--- src/rtl/simframe_pkg.sv ---
// Shared types and widths for the simulated-frame generator and its sequencer.
// Exports the sequencer state enum and the default pattern/count widths.
package simframe_pkg;

    localparam int PATTERN_WIDTH_DEF = 32;
    localparam int COUNT_WIDTH_DEF   = 32;

    typedef enum logic [1:0] {
        IDLE  = 2'd0,
        ISSUE = 2'd1,
        GAP   = 2'd2
    } state_t;

endpackage

--- src/rtl/simframe_sequencer.sv ---
// Pattern scheduler feeding the frame generator's input stream.
// Ports: clk/resetn; start/stop pulses; cfg_* run setup; busy/done/
// frames_issued status; AXIS_OUT_* pattern stream (TREADY paces issues).
module simframe_sequencer
    import simframe_pkg::*;
#(
    parameter int PATTERN_WIDTH = PATTERN_WIDTH_DEF,
    parameter int COUNT_WIDTH   = COUNT_WIDTH_DEF
) (
    input  logic                     clk,
    input  logic                     resetn,
    input  logic                     start,
    input  logic                     stop,
    input  logic [PATTERN_WIDTH-1:0] cfg_first_pattern,
    input  logic [PATTERN_WIDTH-1:0] cfg_increment,
    input  logic [COUNT_WIDTH-1:0]   cfg_frame_count,
    input  logic [COUNT_WIDTH-1:0]   cfg_gap_cycles,
    output logic                     busy,
    output logic                     done,
    output logic [COUNT_WIDTH-1:0]   frames_issued,
    output logic [PATTERN_WIDTH-1:0] AXIS_OUT_TDATA,
    output logic                     AXIS_OUT_TVALID,
    input  logic                     AXIS_OUT_TREADY
);

    state_t                   state;
    logic [PATTERN_WIDTH-1:0] inc_q;
    logic [COUNT_WIDTH-1:0]   count_q;
    logic [COUNT_WIDTH-1:0]   gap_q;
    logic [COUNT_WIDTH-1:0]   remaining;
    logic [COUNT_WIDTH-1:0]   gap_cnt;
    logic                     stop_pending;

    logic handshake;
    logic finite;
    logic last_issue;

    assign handshake  = AXIS_OUT_TVALID && AXIS_OUT_TREADY;
    // count of zero selects continuous mode: remaining is never consulted
    assign finite     = (count_q != '0);
    assign last_issue = finite && (remaining == COUNT_WIDTH'(1));

    always_ff @(posedge clk or negedge resetn) begin
        if (!resetn) begin
            state           <= IDLE;
            inc_q           <= '0;
            count_q         <= '0;
            gap_q           <= '0;
            remaining       <= '0;
            gap_cnt         <= '0;
            stop_pending    <= 1'b0;
            busy            <= 1'b0;
            done            <= 1'b0;
            frames_issued   <= '0;
            AXIS_OUT_TDATA  <= '0;
            AXIS_OUT_TVALID <= 1'b0;
        end else begin
            done <= 1'b0;
            unique case (state)
                IDLE: begin
                    // a stop arriving with start is simply dropped
                    if (start) begin
                        inc_q           <= cfg_increment;
                        count_q         <= cfg_frame_count;
                        gap_q           <= cfg_gap_cycles;
                        remaining       <= cfg_frame_count;
                        frames_issued   <= '0;
                        AXIS_OUT_TDATA  <= cfg_first_pattern;
                        AXIS_OUT_TVALID <= 1'b1;
                        busy            <= 1'b1;
                        stop_pending    <= 1'b0;
                        state           <= ISSUE;
                    end
                end
                ISSUE: begin
                    if (handshake) begin
                        frames_issued  <= frames_issued + COUNT_WIDTH'(1);
                        AXIS_OUT_TDATA <= AXIS_OUT_TDATA + inc_q;
                        if (finite) begin
                            remaining <= remaining - COUNT_WIDTH'(1);
                        end
                        if (last_issue || stop_pending || stop) begin
                            state           <= IDLE;
                            done            <= 1'b1;
                            busy            <= 1'b0;
                            AXIS_OUT_TVALID <= 1'b0;
                            stop_pending    <= 1'b0;
                        end else if (gap_q != '0) begin
                            state           <= GAP;
                            gap_cnt         <= gap_q - COUNT_WIDTH'(1);
                            AXIS_OUT_TVALID <= 1'b0;
                        end
                    end else if (stop) begin
                        // the offered pattern must still complete
                        stop_pending <= 1'b1;
                    end
                end
                GAP: begin
                    if (stop) begin
                        state        <= IDLE;
                        done         <= 1'b1;
                        busy         <= 1'b0;
                        stop_pending <= 1'b0;
                    end else if (gap_cnt == '0) begin
                        state           <= ISSUE;
                        AXIS_OUT_TVALID <= 1'b1;
                    end else begin
                        gap_cnt <= gap_cnt - COUNT_WIDTH'(1);
                    end
                end
                default: begin
                    state           <= IDLE;
                    busy            <= 1'b0;
                    AXIS_OUT_TVALID <= 1'b0;
                end
            endcase
        end
    end

endmodule

--- config.mk ---
export PLATFORM = sky130hd
export DESIGN_NAME = simframe_sequencer
export DESIGN_NICKNAME = d
export VERILOG_FILES = /design/src/rtl/simframe_pkg.sv /design/src/rtl/simframe_sequencer.sv
export SDC_FILE = /design/constraint.sdc
export NUM_CORES = 1
export LEC_CHECK = 0
export BUFFER_PORTS_ARGS = -buffer_cell sky130_fd_sc_hd__buf_2
export CAP_MARGIN = 25
export CORE_MARGIN = 2
export CORE_UTILIZATION = 33
export DETAILED_ROUTE_END_ITERATION = 16
export PLACE_DENSITY = 0.47
export RECOVER_POWER = 25
export SLEW_MARGIN = 10
export SYNTH_ARGS = -nofsm -noshare
export SYNTH_HDL_FRONTEND = slang
export SYNTH_SLANG_ARGS = --single-unit
--- constraint.sdc ---
create_clock -name clk -period 10.2 [get_ports clk]
set_input_delay 1.53 -clock clk [delete_from_list [all_inputs] [get_ports clk]]
set_output_delay 1.53 -clock clk [all_outputs]
set_load 0.01 [all_outputs]
# After elaboration in Yosys (flattened, before gate mapping)
# Cells that the tools add are included.
op_classes:
  add_sub_neg: 5
  n_eq_ne: 17
  mux: 42
  reduce_logical: 19
op_table:
  columns: ["cell", "count"]
  rows:
  - ["two-way mux 32 bit", 12]
  - ["one-hot mux 32 bit (2 select lines)", 4]
  - ["subtractor 32 x 1 -> 32 bit, second input constant", 3]
  - ["nonzero test 32 bit", 2]
  - ["adder 32 x 1 -> 32 bit, second input constant", 1]
  - ["adder 32 bit", 1]
  - ["== test 32 x 1 -> 1 bit, second input constant", 1]
  - ["logical NOT 32 bit", 1]
  - ["!= test 2 bit, second input constant", 10]
  - ["two-way mux 1 bit", 15]
  - ["two-way mux 2 bit", 6]
  - ["!= test 3 bit, second input constant", 4]
  - ["AND reduction 4 bit", 3]
  - ["AND reduction 5 bit", 2]
  - ["one-hot mux 1 bit (3 select lines)", 3]
  - ["one-hot mux 2 bit (3 select lines)", 1]
  - ["AND reduction 6 bit", 1]
  - ["nonzero test 2 bit", 2]
  - ["AND reduction 3 bit", 1]
  - ["nonzero test 3 bit", 1]
  - ["== test 2 x 1 -> 1 bit, second input constant", 1]
  - ["== test 2 bit, second input constant", 1]
  - ["logical AND 1 bit", 2]
  - ["logical NOT 2 bit", 1]
  - ["3 further kinds", 4]
totals:
  ff_bits: 230
  inputBits: 133
  output_inout_bits: 67
  elab_cells: 95

# Longest topological paths before layout
# Gate-level depths: netlist of run 1.
logic_depth:
  word_depth: 7
  mapped_depth: 18
  ltp_nobuf: 12

# Least setup slack after synthesis of run 1
# No wires, ideal clock.
synth_path:
  kind: "reg2reg"
  start: "register state[0]"
  end: "register gap_cnt[28]"
  setup_ns: 0.077
  t_arrival_ns: 4.063
  setup_slack_ns: 6.060
  stages_incl_launch_ff: 19
  n_path_buf: 6
  period_less_slack_ns: 4.140
  path_cell_list: "dfrtp_1 > inv_1 > ha_1 > buf_6 > buf_2 > buf_2 > buf_2 > buf_1 > clkbuf_1 > mux2i_1 > ha_1 > o211ai_2 > nor4b_4 > nand3_1 > nor3b_2 > nor3b_2 > xor2_1 > o22ai_1 > a21oi_1"
synth_via:
  elab_chain_len: 3
  word_cells_on_any_way: 10
synth_lines:
  columns: ["item", "line_no", "source"]
  rows:
  - ["start: declaration", "simframe_sequencer.sv:26", "state_t state;"]
  - ["start signal: assignment", "simframe_sequencer.sv:45", "state <= IDLE;"]
  - ["start signal: assignment", "simframe_sequencer.sv:72", "state <= ISSUE;"]
  - ["start signal: assignment", "simframe_sequencer.sv:83", "state <= IDLE;"]
  - ["== test 2 bit or == test 2 x 1 -> 1 bit (tied branches)", "simframe_sequencer.sv:59", "unique case (state)"]
  - ["!= test 2 bit (no line) or nonzero test 2 bit (tied branches)", null, null]
  - ["AND reduction 6 bit (no line)", null, null]
  - ["end signal: assignment", "simframe_sequencer.sv:90", "gap_cnt <= gap_q - COUNT_WIDTH'(1);"]
  - ["end signal: assignment", "simframe_sequencer.sv:108", "gap_cnt <= gap_cnt - COUNT_WIDTH'(1);"]
  - ["end: declaration", "simframe_sequencer.sv:31", "logic [COUNT_WIDTH-1:0] gap_cnt;"]
# Parallel ways exist; a longest one is shown, timed or not.
# A chain may end at the register's enable or synchronous reset.

==> impl_metrics.py, run 1 <==
metrics = {
    "cts": {
        "numCtsBuffers": 29,
        "htree_levels": 1,
        "clock_path_buffers": 3,
        "post_cts_buffers": 0,
        "path_clk_slew_ns": 0.05,
        "cts_resized": 0,
        "insertion_delay_ns": 0.55,
        "cts_root_buffer": "clkbuf_16",
        "tritoncts": "yes",
        "holdBufCountCts": 0,
        "cts.sinks": 230,
    },
    "final_layout": {
        "final_util_pct": 39.5,
        "final_cell_mix": "dfrtp_1, buf_2, a21oi_1",
        "finalInstanceArea_um2": 15600,
        "fin_cells": 2082,
        "drive_gt1_share_pct": 23.8,
        "area_delta_synth_final_pct": 18.4,
        "nets": 1713,
        "final_common_cell": "dfrtp_1",
    },
    "sta": {
        "fin_tns_setup_ns": 0,
        "hold_ws_ns": 0.502,
        "fin_crit_sh_pct": 56.1,
        "skew_ns": 0.00955,
        "tightest_slew_ns": 5.09,
        "rsz0062_at_grt": "false",
        "setup_viol": 0,
        "max_slew_margin_pct": -240,
        "slew_viol_final": 124,
        "hold_viol": 0,
        "fmax_mhz": 175,
        "period_needed_ns": 5.72,
    },
    "floorplan": {
        "fp.dieH_um": 204,
        "die_area_um2": 41600,
        "io_pins": 200,
        "start_util_pct": 33.3,
        "row_count": 73,
        "die_w_um": 204,
        "core_area_um2": 39500,
    },
    "global_route": {
        "overflow": 0,
        "antenna_found_initial": 1,
        "grt_pass1_vias": 10800,
        "grt_first_pass_wirelength_um": 61800,
        "grt_max_degree": 90,
        "grt_usage_pct": 18.5,
    },
    "setup_path": {
        "worstPathArrival_ns": 6.27,
        "path_delay_family": "buffers and inverters",
        "required_ns": 10.75,
        "end_kind": "asynchronous set/reset pin",
        "slowest_stage": "clkbuf_1",
        "cpPeakStageDelay_ns": 3.50,
        "setup.worst_path.start_class": "primary input",
        "crit_buf_inv": 2,
        "path_class": "in -> async",
        "worstPathCellList": "clkbuf_1, buf_4",
        "critPathMaxFanout": 89,
    },
    "synthesis": {
        "yosys.area_share.adder_pct": 3.85,
        "avgSynthCellArea_um2": 9.65,
        "synth_compound_area_share_pct": 16.4,
        "synth_edf_count": 0,
        "ys_seq_area_share_pct": 43.7,
        "async_flop_share_pct": 100,
        "synth_xor_area_share_pct": 5.25,
        "synthSimpleGateAreaFrac_pct": 16.6,
        "synthesis.area_um2": 13200,
        "synth_top_family_by_area": "simple AND/OR/NAND/NOR gates",
        "synth_cell_types": 69,
        "syn_inst": 1366,
        "synth_nets": 1539,
        "ys.flop_type": "dfrtp_1",
        "ys_warn_count": 0,
        "ys_seq_elements": 230,
        "synth_mux_area_share_pct": 11.8,
    },
    "route": {
        "route.detailed.drc": 0,
        "ant_nets": 0,
        "viasPerCell": 5.30,
        "vias": 11000,
        "first_pass_iters": 5,
        "wl_per_cell_um": 18.4,
        "drt-initial-drc-count": 499,
        "totalWireLength_um": 38300,
    },
    "min_path": {
        "hold_class": "reg -> reg",
    },
    "power": {
        "comb_power_share_pct": 50.7,
        "seqPwrFrac_pct": 31.7,
        "pwr-share-clk_pct": 17.6,
        "p_per_area_nw_per_um2": 357,
        "power_leakage_nw": 6.84,
        "power_switching_share_pct": 43.3,
        "internal-power_mw": 3.16,
        "switchingPower_mw": 2.41,
        "vdd_ir_drop_max_mv": 0.173,
    },
    "place": {
        "dpl.hpwl_um": 26500,
        "port_buffers": 199,
        "placed_cells": 2033,
        "placed_area_um2": 14700,
        "routabilityCongestion": 0.802,
    },
    "status": {
        "violations": "max-capacitance violations, max-slew violations",
        "outcome": "complete, but fails checks",
    },
    "job": {
        "cap_viol_max_count": 2,
    },
}
==> power by group through the flow <==
stage               Combinational (mW)  Sequential, mW  Clock, mW
floorplan                         2.16            1.67          0
global placement                  2.78            1.77          0
detailed placement                2.84            1.78          0
CTS                               2.85            1.77       1.02
global route                      3.19            1.84       1.06
finish                            2.83            1.77      0.980
==> kinds of logic after synthesis <==
family | after synthesis
AO/OA/AOI/OAI | 363
AND/OR/NAND/NOR | 431
flip-flops | 230
buffers and inverters | 80
multiplexers | 143
XOR/XNOR | 79
adder cells (fa/ha/maj) | 40
==> synth_stat cells (all sizes together) (27+ instances only) <==
cell | instances | share of area (%)
mux2 | 101 | 8.6
o22ai | 54 | 2.6
nand2 | 103 | 3.0
nand3 | 62 | 2.4
a21o | 27 | 1.5
xor2 | 54 | 3.6
ha | 39 | 3.7
dfrtp | 230 | 44
nor2 | 92 | 2.6
a21oi | 124 | 4.7
mux2i | 42 | 3.2
nor3 | 45 | 1.8
o21ai | 96 | 3.6
clkbuf | 48 | 1.4
==> area by class of cell <==
cell class	count	area, um2
flip-flops and latches	230	5760
multi-input cells	1056	7140
inverters	12	45.0
fillers	3973	23900
diodes	1	2.50
repair buffers	211	1120
well taps	525	657
clock buffers	45	856
clock inverters	2	35.0
==> per-stage QoR <==
| stage | worst slack (ns) | total power [mW] |
|---|---|---|
| 3_5_place_dp | 5.94 | 4.61 |
| 4_1_cts | 6.16 | 5.63 |
| 6_report | 4.48 | 5.57 |
| 2_1_floorplan | 6.06 | 3.83 |
| 5_1_grt | 3.42 | 6.08 |
| 3_3_place_gp | 5.77 | 4.55 |
==> per-layer routing <==
metal  routed length (um)  up-vias  share of wire [%]  GRT usage [%]
li1                     -     5391                  -              -
met1                18900     5390                 49           27.1
met2                17100      207                 45           28.7
met3                 1430       42                3.7           2.66
met4                  809        0                2.1           4.56
met5                    0        -                  0              0
==> flip-flops by register name, summed over array words and instances (netlist names) <==
signal and count:
AXIS_OUT_TDATA 32, AXIS_OUT_TVALID 1, busy 1, count_q 32
done 1, frames_issued 32, gap_cnt 32, gap_q 32
inc_q 32, remaining 32, state 2, stop_pending 1
==> final timing paths <==
check                                          to   startpoint  slack, ns  cells after the start
worst max-delay path            AXIS_OUT_TDATA[7]       resetn       4.48                      2
worst min-delay path                  count_q[13]  count_q[13]       0.50                      1
worst max register to register         gap_cnt[3]     state[0]       6.15                     11
worst min register to register        count_q[13]  count_q[13]       0.50                      1
max in group clk                       gap_cnt[3]     state[0]       6.15                     11
min in group asynchronous               gap_q[28]       resetn       2.83                      1
No activity file was read; power rests on OpenSTA's default activity.
==> run 2: changes to the inputs <==
--- a/config.mk
+++ b/config.mk
@@ -10,7 +10,7 @@
 export CORE_MARGIN = 2
 export CORE_UTILIZATION = 33
 export DETAILED_ROUTE_END_ITERATION = 16
-export PLACE_DENSITY = 0.47
+export PLACE_DENSITY = 0.49
 export RECOVER_POWER = 25
 export SLEW_MARGIN = 10
 export SYNTH_ARGS = -nofsm -noshare
==> constraint.sdc (replaced) <==
create_clock -name clk -period 5.25 [get_ports clk]
set_input_delay 0.7875 -clock clk [delete_from_list [all_inputs] [get_ports clk]]
set_output_delay 0.7875 -clock clk [all_outputs]
set_load 0.01 [all_outputs]
==> run 2 against run 1 <==
Compared with the run above:
- the flow still finishes with violations (max-capacitance violations, max-slew violations)
- worst hold slack lost 0.054 ns
- register-to-register slack lost 4.8 ns
- wire length shrank 0.52%
- clock power grew 110%
- critical path type unchanged
==> impl_metrics.py, run 2 (synthesis gave the netlist of run 1 again) <==
metrics = {
    "status": {
        "outcome": "complete, but fails checks",
        "violations": "max-capacitance violations, max-slew violations",
    },
    "cts": {
        "post_cts_buffers": 0,
        "holdBufCountCts": 0,
        "numCtsBuffers": 29,
        "path_clk_slew_ns": 0.06,
        "cts_resized": 0,
        "htree_levels": 1,
        "tritoncts": "yes",
        "clock_path_buffers": 3,
        "cts.sinks": 230,
        "insertion_delay_ns": 0.57,
        "cts_root_buffer": "clkbuf_16",
    },
    "place": {
        "placed_cells": 2035,
        "placed_area_um2": 14700,
        "routabilityCongestion": 0.821,
        "dpl.hpwl_um": 27000,
        "port_buffers": 199,
    },
    "final_layout": {
        "final_util_pct": 39.8,
        "fin_cells": 2087,
        "area_delta_synth_final_pct": 19.4,
        "diodes": 0,
        "drive_gt1_share_pct": 24.6,
        "final_cell_mix": "dfrtp_1, buf_2, a21oi_1",
        "nets": 1714,
        "finalInstanceArea_um2": 15700,
        "final_common_cell": "dfrtp_1",
    },
    "route": {
        "route.detailed.drc": 0,
        "totalWireLength_um": 38100,
        "wl_per_cell_um": 18.2,
        "vias": 11000,
        "first_pass_iters": 5,
        "ant_nets": 0,
        "drt-initial-drc-count": 526,
        "viasPerCell": 5.28,
    },
    "sta": {
        "fin_tns_setup_ns": 0,
        "fmax_mhz": 255,
        "fin_crit_sh_pct": 74.8,
        "max_slew_margin_pct": -159,
        "rsz0062_at_grt": "false",
        "skew_ns": 0.0131,
        "slew_viol_final": 83,
        "period_needed_ns": 3.93,
        "setup_viol": 0,
        "tightest_slew_ns": 3.89,
        "hold_viol": 0,
    },
    "setup_path": {
        "slowest_stage": "dlymetal6s4s_1",
        "worstPathCellList": "dlymetal6s4s_1",
        "reg2reg_from": "state[0]",
        "path_delay_family": "buffers and inverters",
        "end_kind": "asynchronous set/reset pin",
        "critPathMaxFanout": 83,
        "path_class": "in -> async",
        "setup.worst_path.start_class": "primary input",
        "cpPeakStageDelay_ns": 2.80,
        "rr_worst_depth": 12,
        "crit_buf_inv": 1,
        "worstPathArrival_ns": 3.70,
        "ff2ff_setup_slack_ns": 1.36,
        "crit-reg2reg-capture": "gap_cnt[28]",
        "required_ns": 5.02,
    },
    "floorplan": {
        "io_pins": 200,
        "die_w_um": 204,
        "fp.dieH_um": 204,
        "core_area_um2": 39500,
        "die_area_um2": 41600,
        "row_count": 73,
        "start_util_pct": 33.3,
    },
    "global_route": {
        "antenna_found_initial": 0,
        "grt_first_pass_wirelength_um": 61500,
        "overflow": 0,
        "grt_usage_pct": 18.4,
        "grt_max_degree": 106,
        "grt_pass1_vias": 11000,
    },
    "power": {
        "power_leakage_nw": 6.91,
        "finalPower_mw": 11.0,
        "vdd_ir_drop_max_mv": 0.465,
        "p_per_area_nw_per_um2": 700,
    },
    "job": {
        "cap_viol_max_count": 1,
    },
    "min_path": {
        "hp-start": "cfg_increment[15]",
        "whs_endpoint": "inc_q[15]",
        "hold_class": "in -> reg",
        "whs_path_depth": 2,
    },
}
[run 2: power breakdown]
group / switching [mW] / total, mW / leakage, nW / internal [mW]
registers: 0.848 / 3.44 / 2.77 / 2.59
clock network: 0.805 / 2.08 / 0.488 / 1.27
logic: 3.11 / 5.50 / 3.65 / 2.39
total: 4.77 / 11.0 / 6.91 / 6.26
[run 2: final cells by class]
class	count	area, um2
clock buffers	44	902
clock inverters	8	101
repair buffers	212	1130
flip-flops and latches	230	5760
fillers	3979	23800
well taps	525	657
inverters	12	45.0
multi-input cells	1056	7150
[run 2: stage by stage]
| stage | setup WS (ns) | hold slack [ns] |
|---|---|---|
| after CTS | 1.34 | 0.221 |
| after global placement | 1.46 | 0.489 |
| after floorplan | 1.11 | 0.473 |
| final | 1.32 | 0.448 |
| after global routing | 0.525 | 0.439 |
| after detailed placement | 1.36 | 0.496 |
[run 2: per-layer routing]
layer / GRT usage (%) / share of wire, % / up-vias
met5: 0 / 0 / -
met4: 3.86 / 1.7 / 0
met3: 3.20 / 4.2 / 43
met2: 29.6 / 46 / 190
met1: 25.9 / 48 / 5397
li1: - / - / 5390
[run 2: how the worst max path moves through the flow]
stage               cells after the start  slack (ns)     start             to
floorplan                              18        1.11  state[0]    gap_cnt[28]
global placement                       11        1.46  state[0]    gap_cnt[30]
detailed placement                     12        1.36  state[0]    gap_cnt[28]
CTS                                    11        1.34  state[0]    gap_cnt[30]
global route                            1        0.52    resetn    count_q[12]
finish                                  1        1.32    resetn  remaining[22]
[run 2: worst reg2reg max path: cells and delay by family (launching register included)]
kind	cells	cell delay, ns
and+or+nand+nor	4	1.21
xor gates and xnor gates	1	0.18
buffers and inverters	1	0.11
adders and majority gates	2	1.11
AOI/OAI and AO/OA	3	0.44
muxes	1	0.33
DFF	1	0.43
